--- src/rtl/nbit_4x1_multiplexer.sv ---
// N-bit 4:1 mux: combinational Y plus a clocked capture of word, select and a saturating select-change count.
// Latency: Y is zero-latency; Y_q/S_q/valid_q/sel_changes update one clk after en=1.
// No backpressure: capture happens on every enabled edge. Optional parity_q output under NBIT_MUX_PARITY_EN.
module nbit_4x1_multiplexer #(
    parameter int N     = 8,
    parameter int CNT_W = 8
) (
    input  logic             clk,
    input  logic             rst_n,
    input  logic [N-1:0]     A,
    input  logic [N-1:0]     B,
    input  logic [N-1:0]     C,
    input  logic [N-1:0]     D,
    input  logic [1:0]       S,
    input  logic             en,
    output logic [N-1:0]     Y,
    output logic [N-1:0]     Y_q,
    output logic [1:0]       S_q,
    output logic             valid_q,
    output logic [CNT_W-1:0] sel_changes
`ifdef NBIT_MUX_PARITY_EN
    ,
    output logic             parity_q
`endif
);

    logic [N-1:0]     y_q, y_d;
    logic [1:0]       s_q, s_d;
    logic             valid_q_r, valid_d;
    logic             primed_q, primed_d;
    logic [CNT_W-1:0] cnt_q, cnt_d;

    // An unknown select poisons the whole word so bad selects are visible in simulation.
    always_comb begin
        case (S)
            2'b00:   Y = A;
            2'b01:   Y = B;
            2'b10:   Y = C;
            2'b11:   Y = D;
            default: Y = {N{1'bx}};
        endcase
    end

    always_comb begin
        y_d      = y_q;
        s_d      = s_q;
        valid_d  = 1'b0;
        primed_d = primed_q;
        cnt_d    = cnt_q;
        if (en) begin
            y_d      = Y;
            s_d      = S;
            valid_d  = 1'b1;
            primed_d = 1'b1;
            // The first capture after reset has no prior select to compare against.
            if (primed_q && (S != s_q) && (cnt_q != {CNT_W{1'b1}})) begin
                cnt_d = cnt_q + CNT_W'(1);
            end
        end
    end

    always_ff @(posedge clk or negedge rst_n) begin
        if (!rst_n) begin
            y_q       <= '0;
            s_q       <= 2'b00;
            valid_q_r <= 1'b0;
            primed_q  <= 1'b0;
            cnt_q     <= '0;
        end else begin
            y_q       <= y_d;
            s_q       <= s_d;
            valid_q_r <= valid_d;
            primed_q  <= primed_d;
            cnt_q     <= cnt_d;
        end
    end

    assign Y_q         = y_q;
    assign S_q         = s_q;
    assign valid_q     = valid_q_r;
    assign sel_changes = cnt_q;

`ifdef NBIT_MUX_PARITY_EN
    logic par_q, par_d;

    always_comb begin
        par_d = par_q;
        if (en) begin
            par_d = ^Y;
        end
    end

    always_ff @(posedge clk or negedge rst_n) begin
        if (!rst_n) begin
            par_q <= 1'b0;
        end else begin
            par_q <= par_d;
        end
    end

    assign parity_q = par_q;
`endif

endmodule

--- config.mk ---
export PLATFORM = sky130hd
export DESIGN_NAME = nbit_4x1_multiplexer
export DESIGN_NICKNAME = d
export VERILOG_FILES = /design/src/rtl/nbit_4x1_multiplexer.sv
export SDC_FILE = /design/constraint.sdc
export NUM_CORES = 1
export LEC_CHECK = 0
export BUFFER_PORTS_ARGS = -buffer_cell sky130_fd_sc_hd__buf_2
export CAP_MARGIN = 20
export CORE_MARGIN = 2
export CORE_UTILIZATION = 40
export DETAILED_ROUTE_END_ITERATION = 6
export GPL_TIMING_DRIVEN = 0
export PLACE_DENSITY = 0.72
export SLEW_MARGIN = 15
export SYNTH_ARGS = -nofsm -noshare
export SYNTH_HDL_FRONTEND = slang
export SYNTH_SLANG_ARGS = --single-unit
export TNS_END_PERCENT = 100
--- constraint.sdc ---
create_clock -name clk -period 3.6 [get_ports clk]
set_input_delay 0.18 -clock clk [delete_from_list [all_inputs] [get_ports clk]]
set_output_delay 0.18 -clock clk [all_outputs]
set_load 0.02 [all_outputs]
Yosys cells after proc, flatten, opt, wreduce, memory -nomap -nowiden
Cells that the tools add are included. W data, S select, Z words.

Word-level logic and storage cells: 17. Output and inout bits: 27. Input port bits: 37. Register bits after elaboration: 20.

$add $sub $neg: 1. Mux-type cells: 2. Equality and inequality tests: 5. Reductions and logical operators: 4.

Operators by type and width (count): $pmux W8 S4 (1); $add A8 B1 Y8 const B (1); $ne A8 B8 Y1 const B (1); $eq A2 B2 Y1 const B (2); $eq A2 B1 Y1 const B (1); $logic_and A1 B1 Y1 (2); $logic_not A2 Y1 (1); $ne A2 B2 Y1 (1); $reduce_and A2 Y1 (1); $mux W1 (1).

Longest topological paths before layout
Gate-level depths: netlist of the first run.

Depth after elaboration: 4. Depth in mapped cells: 5. Mapped depth without buffers: 4.

Least setup slack after synthesis of the first run
No wires, ideal clock.

Path kind: reg-to-reg. Start: reg cnt_q[0] (netlist: sel_changes[0]). End: reg cnt_q[6] (netlist: sel_changes[6]). Cell stages (with the launch flop): 5. Path buffers: 0. Library setup time: 0.125 ns. Period minus slack after synthesis: 1.542 ns. Slack: 2.058 ns. Data required time: 3.475 ns. Arrival time: 1.417 ns. Cell sequence: dfrtp_1 -> ha_1 -> inv_1 -> nor4_1 -> mux2_2.

Longest elaborated chain between the ends: 3. Elaborated cells between the ends (all ways): 4. Classes of those cells: 1 x add/sub; 1 x eq/ne; 2 x reduce/logical.

Ends and longest elaborated chain: start, declared (RTL line 31) `logic [CNT_W-1:0] cnt_q, cnt_d;`; start signal, assigned (RTL line 74) `cnt_q <= cnt_d;`; parallel branches: the longest is 3 deep, another holds $add A8 B1 Y8.

Several ways; the timed one is not identified. A chain may end at the register's enable or synchronous reset.

Worst setup path in the final report of the first run
Same ends and word-level chain as after synthesis.

==> results.json, run 1 <==
{
  "status": "complete, no violations",
  "max-cap-violations": 0,
  "final.fill_count": 248,
  "clkLatencyLatePin_ns": 0.29,
  "layout-drive-gt1-share_pct": 60.8,
  "initial_core_util_pct": 41.6,
  "grt_pass1_vias": 917,
  "clkPwrFrac_pct": 13.6,
  "start_kind": "flop",
  "worstPathRequired_ns": 3.79,
  "hp-class": "in -> reg",
  "synth_area_mm2": 0.00113,
  "cp-end-kind": "flop",
  "finalCriticalPeriod_ns": 1.54,
  "drt_iter0_markers": 24,
  "min-delay-start": "en",
  "yosys_warnings": 0,
  "synthTopCellsByArea": "dfrtp_1, mux4_1, mux2_2, xor2_2, nand2_1",
  "post-route-drc-count": 0,
  "slowest_delay_ns": 0.42,
  "antenna_left": 0,
  "critical-path-top-delay-family": "flip-flops",
  "avgRoutedWirePerCell_um": 13.0,
  "grt_first_pass_wirelength_um": 3860,
  "cts_buffers": 3,
  "grt_max_degree": 21,
  "p_leak_nw": 0.727,
  "pre_cts_slack_ns": 2.06,
  "fin_ws_ns": 2.06,
  "min_period_over_period_pct": 42.7,
  "critical_path.cell_chain": "ha_1, inv_1, nor4_1, mux2_2",
  "ff2ff_path_depth": 4,
  "min_path_cells": 1,
  "powerDensity_mw_per_mm2": 496,
  "syn_inst": 78,
  "clk_pin_slew_ns": 0.11,
  "fp.dieW_um": 57.1,
  "dieArea_mm2": 0.00326,
  "max_freq_mhz": 651,
  "finalHoldViolCount": 0,
  "row_count": 19,
  "io_buffers": 61,
  "synth_top_cell_area_share_pct": 44.4,
  "antenna_found_initial": 0,
  "crit_fanout": 4,
  "grt_overflow": 0,
  "rsz0062_at_grt": "false",
  "ys_seq_elements": 20,
  "worst_pin_slew_ns": 0.542,
  "rr_endpoint": "sel_changes[6]",
  "vias_per_cell": 5.28,
  "detailed_place_hpwl_um": 1850,
  "synth.avg_cell_area_um2": 14.5,
  "worstSetupPathType": "reg -> reg",
  "comb_power_share_pct": 41.3,
  "cell_internal_pwr_uw": 450,
  "synth_fp_nets": 116,
  "grt_util_all_layers_pct": 15.2,
  "r2r_start": "sel_changes[0]",
  "cts.path.max_buffers": 2,
  "fin_nets": 183,
  "ir_worst_vdd_mv": 0.379,
  "seq_area_frac_synth_pct": 44.4,
  "holdWs_ns": 0.0572,
  "num_io_pins": 64,
  "die_y_um": 57.1,
  "diodes": 0,
  "finalClockSkew_ns": 0.00814,
  "gp_congestion": 0.814,
  "hold_end": "valid_q",
  "p_sw_uw": 296,
  "p_seq_share_pct": 45.1,
  "switching_share_pct": 39.7,
  "fp.coreArea_mm2": 0.00271,
  "cts_resized": 0,
  "cts.sinks": 20,
  "synth_area_leader_cell": "dfrtp_1",
  "yosysUniqueCellTypes": 25,
  "clock-root-buffer": "clkbuf_4",
  "cp.arrival_ns": 1.72,
  "syn2layout_area_growth_pct": 33.4,
  "routed_wl_um": 2270,
  "dr_total_vias": 919,
  "tns_ns": 0,
  "worst-path-buf-inv": 1,
  "h-tree-depth": 1,
  "cts_tree": "yes",
  "slew-limit-headroom_pct": 63.8,
  "first_pass_iters": 4,
  "rrSetupSlack_ns": 2.06,
  "slowest_stage": "dfrtp_1",
  "setup_viol": 0,
  "maxSlewViolCount": 0
}
-- worst max path at each step --
stage                        start              to  slack (ns)  cells after the start
finish              sel_changes[0]  sel_changes[6]        2.06                      4
global route        sel_changes[0]  sel_changes[6]        1.91                      4
CTS                 sel_changes[0]  sel_changes[6]        2.05                      4
detailed placement  sel_changes[0]  sel_changes[6]        2.06                      4
global placement    sel_changes[0]  sel_changes[6]        2.09                      4
floorplan           sel_changes[0]  sel_changes[6]        2.06                      4
-- cell usage after synthesis (all sizes together) --
cell,n
nand2b,1
ha,1
mux2i,1
nor4,2
mux4,8
nand3,3
or2,1
nor3,1
inv,2
xor2,3
and4,1
o211ai,1
nor2b,1
nand4,2
dfrtp,20
nand2,7
nor2,3
mux2,16
a21oi,1
buf,3
-- final cells by class --
cell class / count / area (µm²) / area share, %
clock buffers: 3 / 22.5 / 1.50
multi-input cells: 53 / 593 / 39.4
plain buffers: 3 / 26.3 / 1.75
well taps: 31 / 38.8 / 2.58
flip-flops and latches: 20 / 500 / 33.3
repair buffers: 62 / 315 / 21.0
inverters: 2 / 7.51 / 0.499
-- cell families (layout without fill, tap and decap cells) --
logic type      count (synthesis)  count (layout)  share of synthesized area [%]
compound gates                  2               2                           2.33
xor+xnor                        3               3                           3.66
fa+ha+maj                       1               1                           1.11
buf+inv                         5              70                           3.00
flops                          20              20                           44.4
mux                            25              25                           35.2
simple gates                   22              22                           10.3
-- layer usage --
| layer | track usage [%] | up-vias | share of wire (%) |
|---|---|---|---|
| met5 | 0 | - | 0 |
| met3 | 3.17 | 2 | 9.5 |
| met2 | 27.9 | 49 | 49 |
| li1 | - | 428 | - |
| met4 | 5.98 | 0 | 0.57 |
| met1 | 17.1 | 440 | 41 |
-- power by group through the flow --
| stage | logic (mW) | clock network (mW) | registers [mW] |
|---|---|---|---|
| floorplan | 0.139 | 0 | 0.399 |
| global placement | 0.305 | 0 | 0.337 |
| detailed placement | 0.312 | 0 | 0.342 |
| CTS | 0.313 | 0.108 | 0.337 |
| global route | 0.336 | 0.121 | 0.349 |
| finish | 0.308 | 0.101 | 0.337 |
-- state kept, by name, summed over array words and instances (netlist names) --
signal,cells
primed_q,1
Y_q,8
valid_q,1
sel_changes,8
S_q,2
-- worst reg2reg max path, cell delays in order, from the launching register on --
cell     delay [ns]
dfrtp_1        0.42
ha_1           0.23
inv_1          0.09
nor4_1         0.33
mux2_2         0.37
-- layout by cell type, fill, tap and decap left out --
master	netlist	layout
nor4_2	1	1
and4_1	1	1
or2_2	1	1
mux2_1	1	1
mux2_2	15	15
buf_2	0	61
mux4_2	1	1
buf_1	1	1
dlygate4sd3_1	0	1
nand4_1	2	2
nor2_1	3	3
nand3_1	3	3
nand2_1	7	7
nor4_1	1	1
nor3_1	1	1
ha_1	1	1
nand2b_1	1	1
xor2_2	2	2
xor2_1	1	1
inv_1	2	2
mux2i_1	1	1
clkbuf_4	0	3
buf_6	2	2
nor2b_1	1	1
dfrtp_1	20	20
o211ai_4	1	1
a21oi_1	1	1
mux4_1	7	7
-- through the flow --
stage	power, mW	area, µm²	cells	utilization (%)
final	0.746	1500	174	55.5
after global routing	0.805	1500	174	55.5
after CTS	0.759	1500	174	55.5
after detailed placement	0.654	1470	170	54.3
after global placement	0.642	1470	170	54.3
after floorplan	0.539	1130	78	-
-- timing repair --
action | in CTS | in global routing
buffers inserted | 0 | 0
endpoints found under the hold margin | 20 | 0
hold buffers | 1 | 0
Power figures use the tool's default switching activity.
==> inputs of run 2 (changes only) <==
CORE_UTILIZATION = 39   (was 40)
PLACE_DENSITY = 0.73   (was 0.72)
clock period = 1.3 ns   (was 3.6 ns; I/O delays follow)
==> results.json, run 2 (synthesis results as in run 1) <==
{
  "antenna_left": 0,
  "detailed_place_hpwl_um": 1940,
  "post-route-drc-count": 0,
  "cts.sinks": 20,
  "maxSlewViolCount": 0,
  "start_kind": "flop",
  "fp.coreArea_mm2": 0.00276,
  "clkLatencyLatePin_ns": 0.29,
  "slew-limit-headroom_pct": 66.0,
  "min_path_cells": 2,
  "grt_util_all_layers_pct": 16.9,
  "clock-root-buffer": "clkbuf_4",
  "post-route-util_pct": 58.4,
  "drt_iter0_markers": 57,
  "num_io_pins": 64,
  "max-cap-violations": 0,
  "avgRoutedWirePerCell_um": 13.6,
  "initial_core_util_pct": 40.9,
  "final_cell_area_mm2": 0.00161,
  "dr_total_vias": 957,
  "ff2ff_path_depth": 5,
  "r2r_start": "S_q[1]",
  "fin_nets": 193,
  "dieArea_mm2": 0.00334,
  "ir_worst_vdd_mv": 1.05,
  "hp-class": "in -> reg",
  "cp.arrival_ns": 1.66,
  "rr_endpoint": "sel_changes[1]",
  "tns_ns": -0.952,
  "powerDensity_mw_per_mm2": 1450,
  "h-tree-depth": 1,
  "cts_tree": "yes",
  "status": "finished, violations left",
  "first_pass_iters": 4,
  "finalCriticalPeriod_ns": 1.48,
  "cts.path.max_buffers": 2,
  "row_count": 19,
  "layout_common_cells": "buf_2, mux2_2, dfrtp_1",
  "diodes": 0,
  "worstSetupPathType": "reg -> reg",
  "fin_ws_ns": -0.177,
  "p_leak_nw": 0.755,
  "finalPower_mw": 2.33,
  "setup_viol": 7,
  "die_y_um": 57.8,
  "rsz0062_at_grt": "true",
  "worst_pin_slew_ns": 0.510,
  "max_freq_mhz": 677,
  "cp-end-kind": "flop",
  "io_buffers": 61,
  "grt_pass1_vias": 1027,
  "cts_buffers": 3,
  "finalHoldViolCount": 0,
  "routed_wl_um": 2520,
  "crit_fanout": 6,
  "grt_first_pass_wirelength_um": 4310,
  "grt_max_degree": 21,
  "dpl-instance-area_mm2": 0.00146,
  "holdWs_ns": 0.0862,
  "min_period_over_period_pct": 114,
  "gp_congestion": 0.796,
  "layout_commonest_cell": "buf_2",
  "clk_pin_slew_ns": 0.11,
  "antenna_found_initial": 0,
  "violations": "setup timing",
  "crit_path_start": "S_q[1]",
  "rrSetupSlack_ns": -0.18,
  "worstPathRequired_ns": 1.49,
  "layout-drive-gt1-share_pct": 76.0,
  "grt_overflow": 0,
  "vias_per_cell": 5.17,
  "endpoint": "sel_changes[1]",
  "finalClockSkew_ns": 0.00290,
  "syn2layout_area_growth_pct": 43.0,
  "fp.dieW_um": 57.8
}
## run 2: changes by cell type in the layout (fill, tap and decap cells not counted), sizes merged
cell         delta
clkbuf          +1
dlygate4sd3     +1
buf             +9
## run 2: power breakdown
| group | switching (mW) | leakage (nW) | internal [mW] |
|---|---|---|---|
| sequential | 0.182 | 0.229 | 0.784 |
| combinational | 0.536 | 0.505 | 0.479 |
| clock | 0.183 | 0.0210 | 0.171 |
| total | 0.901 | 0.755 | 1.43 |
## run 2: area by class of cell
type                    count  area, µm²
flip-flops and latches     20        509
inverters                   2       7.51
multi-input cells          53        601
clock buffers               4       36.3
fillers                   231       1150
repair buffers             72        393
well taps                  31       38.8
plain buffers               3       26.3
## run 2: worst min-delay path by stage
stage,endpoint,slack (ns),from
final,S_q[1],0.09,S[1]
after global routing,Y_q[6],0.08,en
after global placement,sel_changes[4],0.04,rst_n
after CTS,S_q[1],0.07,S[1]
after floorplan,S_q[0],-0.23,rst_n
after detailed placement,sel_changes[4],0.05,rst_n
## run 2: per-layer routing
layer	wire length, µm	GRT usage (%)	vias to the layer above
li1	-	-	443
met1	881	18.4	463
met2	1390	32.0	49
met3	230	3.13	2
met4	21	6.98	0
met5	0	0	-
## run 2: what timing repair did
action | 4_1_cts | 5_1_grt
setup endpoints to repair | 6 | 7
gates resized for setup | 3 | 4
pin swaps | 4 | 1
hold endpoints to repair | 21 | 0
hold buffers | 2 | 0
setup buffers | 5 | 4
## run 2: worst max-delay path, cell delays in order, from the launching register on
cell and delay (ns):
dfrtp_2 0.44, xor2_2 0.18, o211ai_4 0.14, buf_4 0.17, nor2b_4 0.11, mux2_2 0.34
## run 2: metrics by stage
step,worst slack (ns),std cells
after floorplan,-0.157,78
after global placement,-0.163,170
after detailed placement,-0.218,170
after CTS,-0.217,181
after global routing,-0.250,185
final,-0.177,185
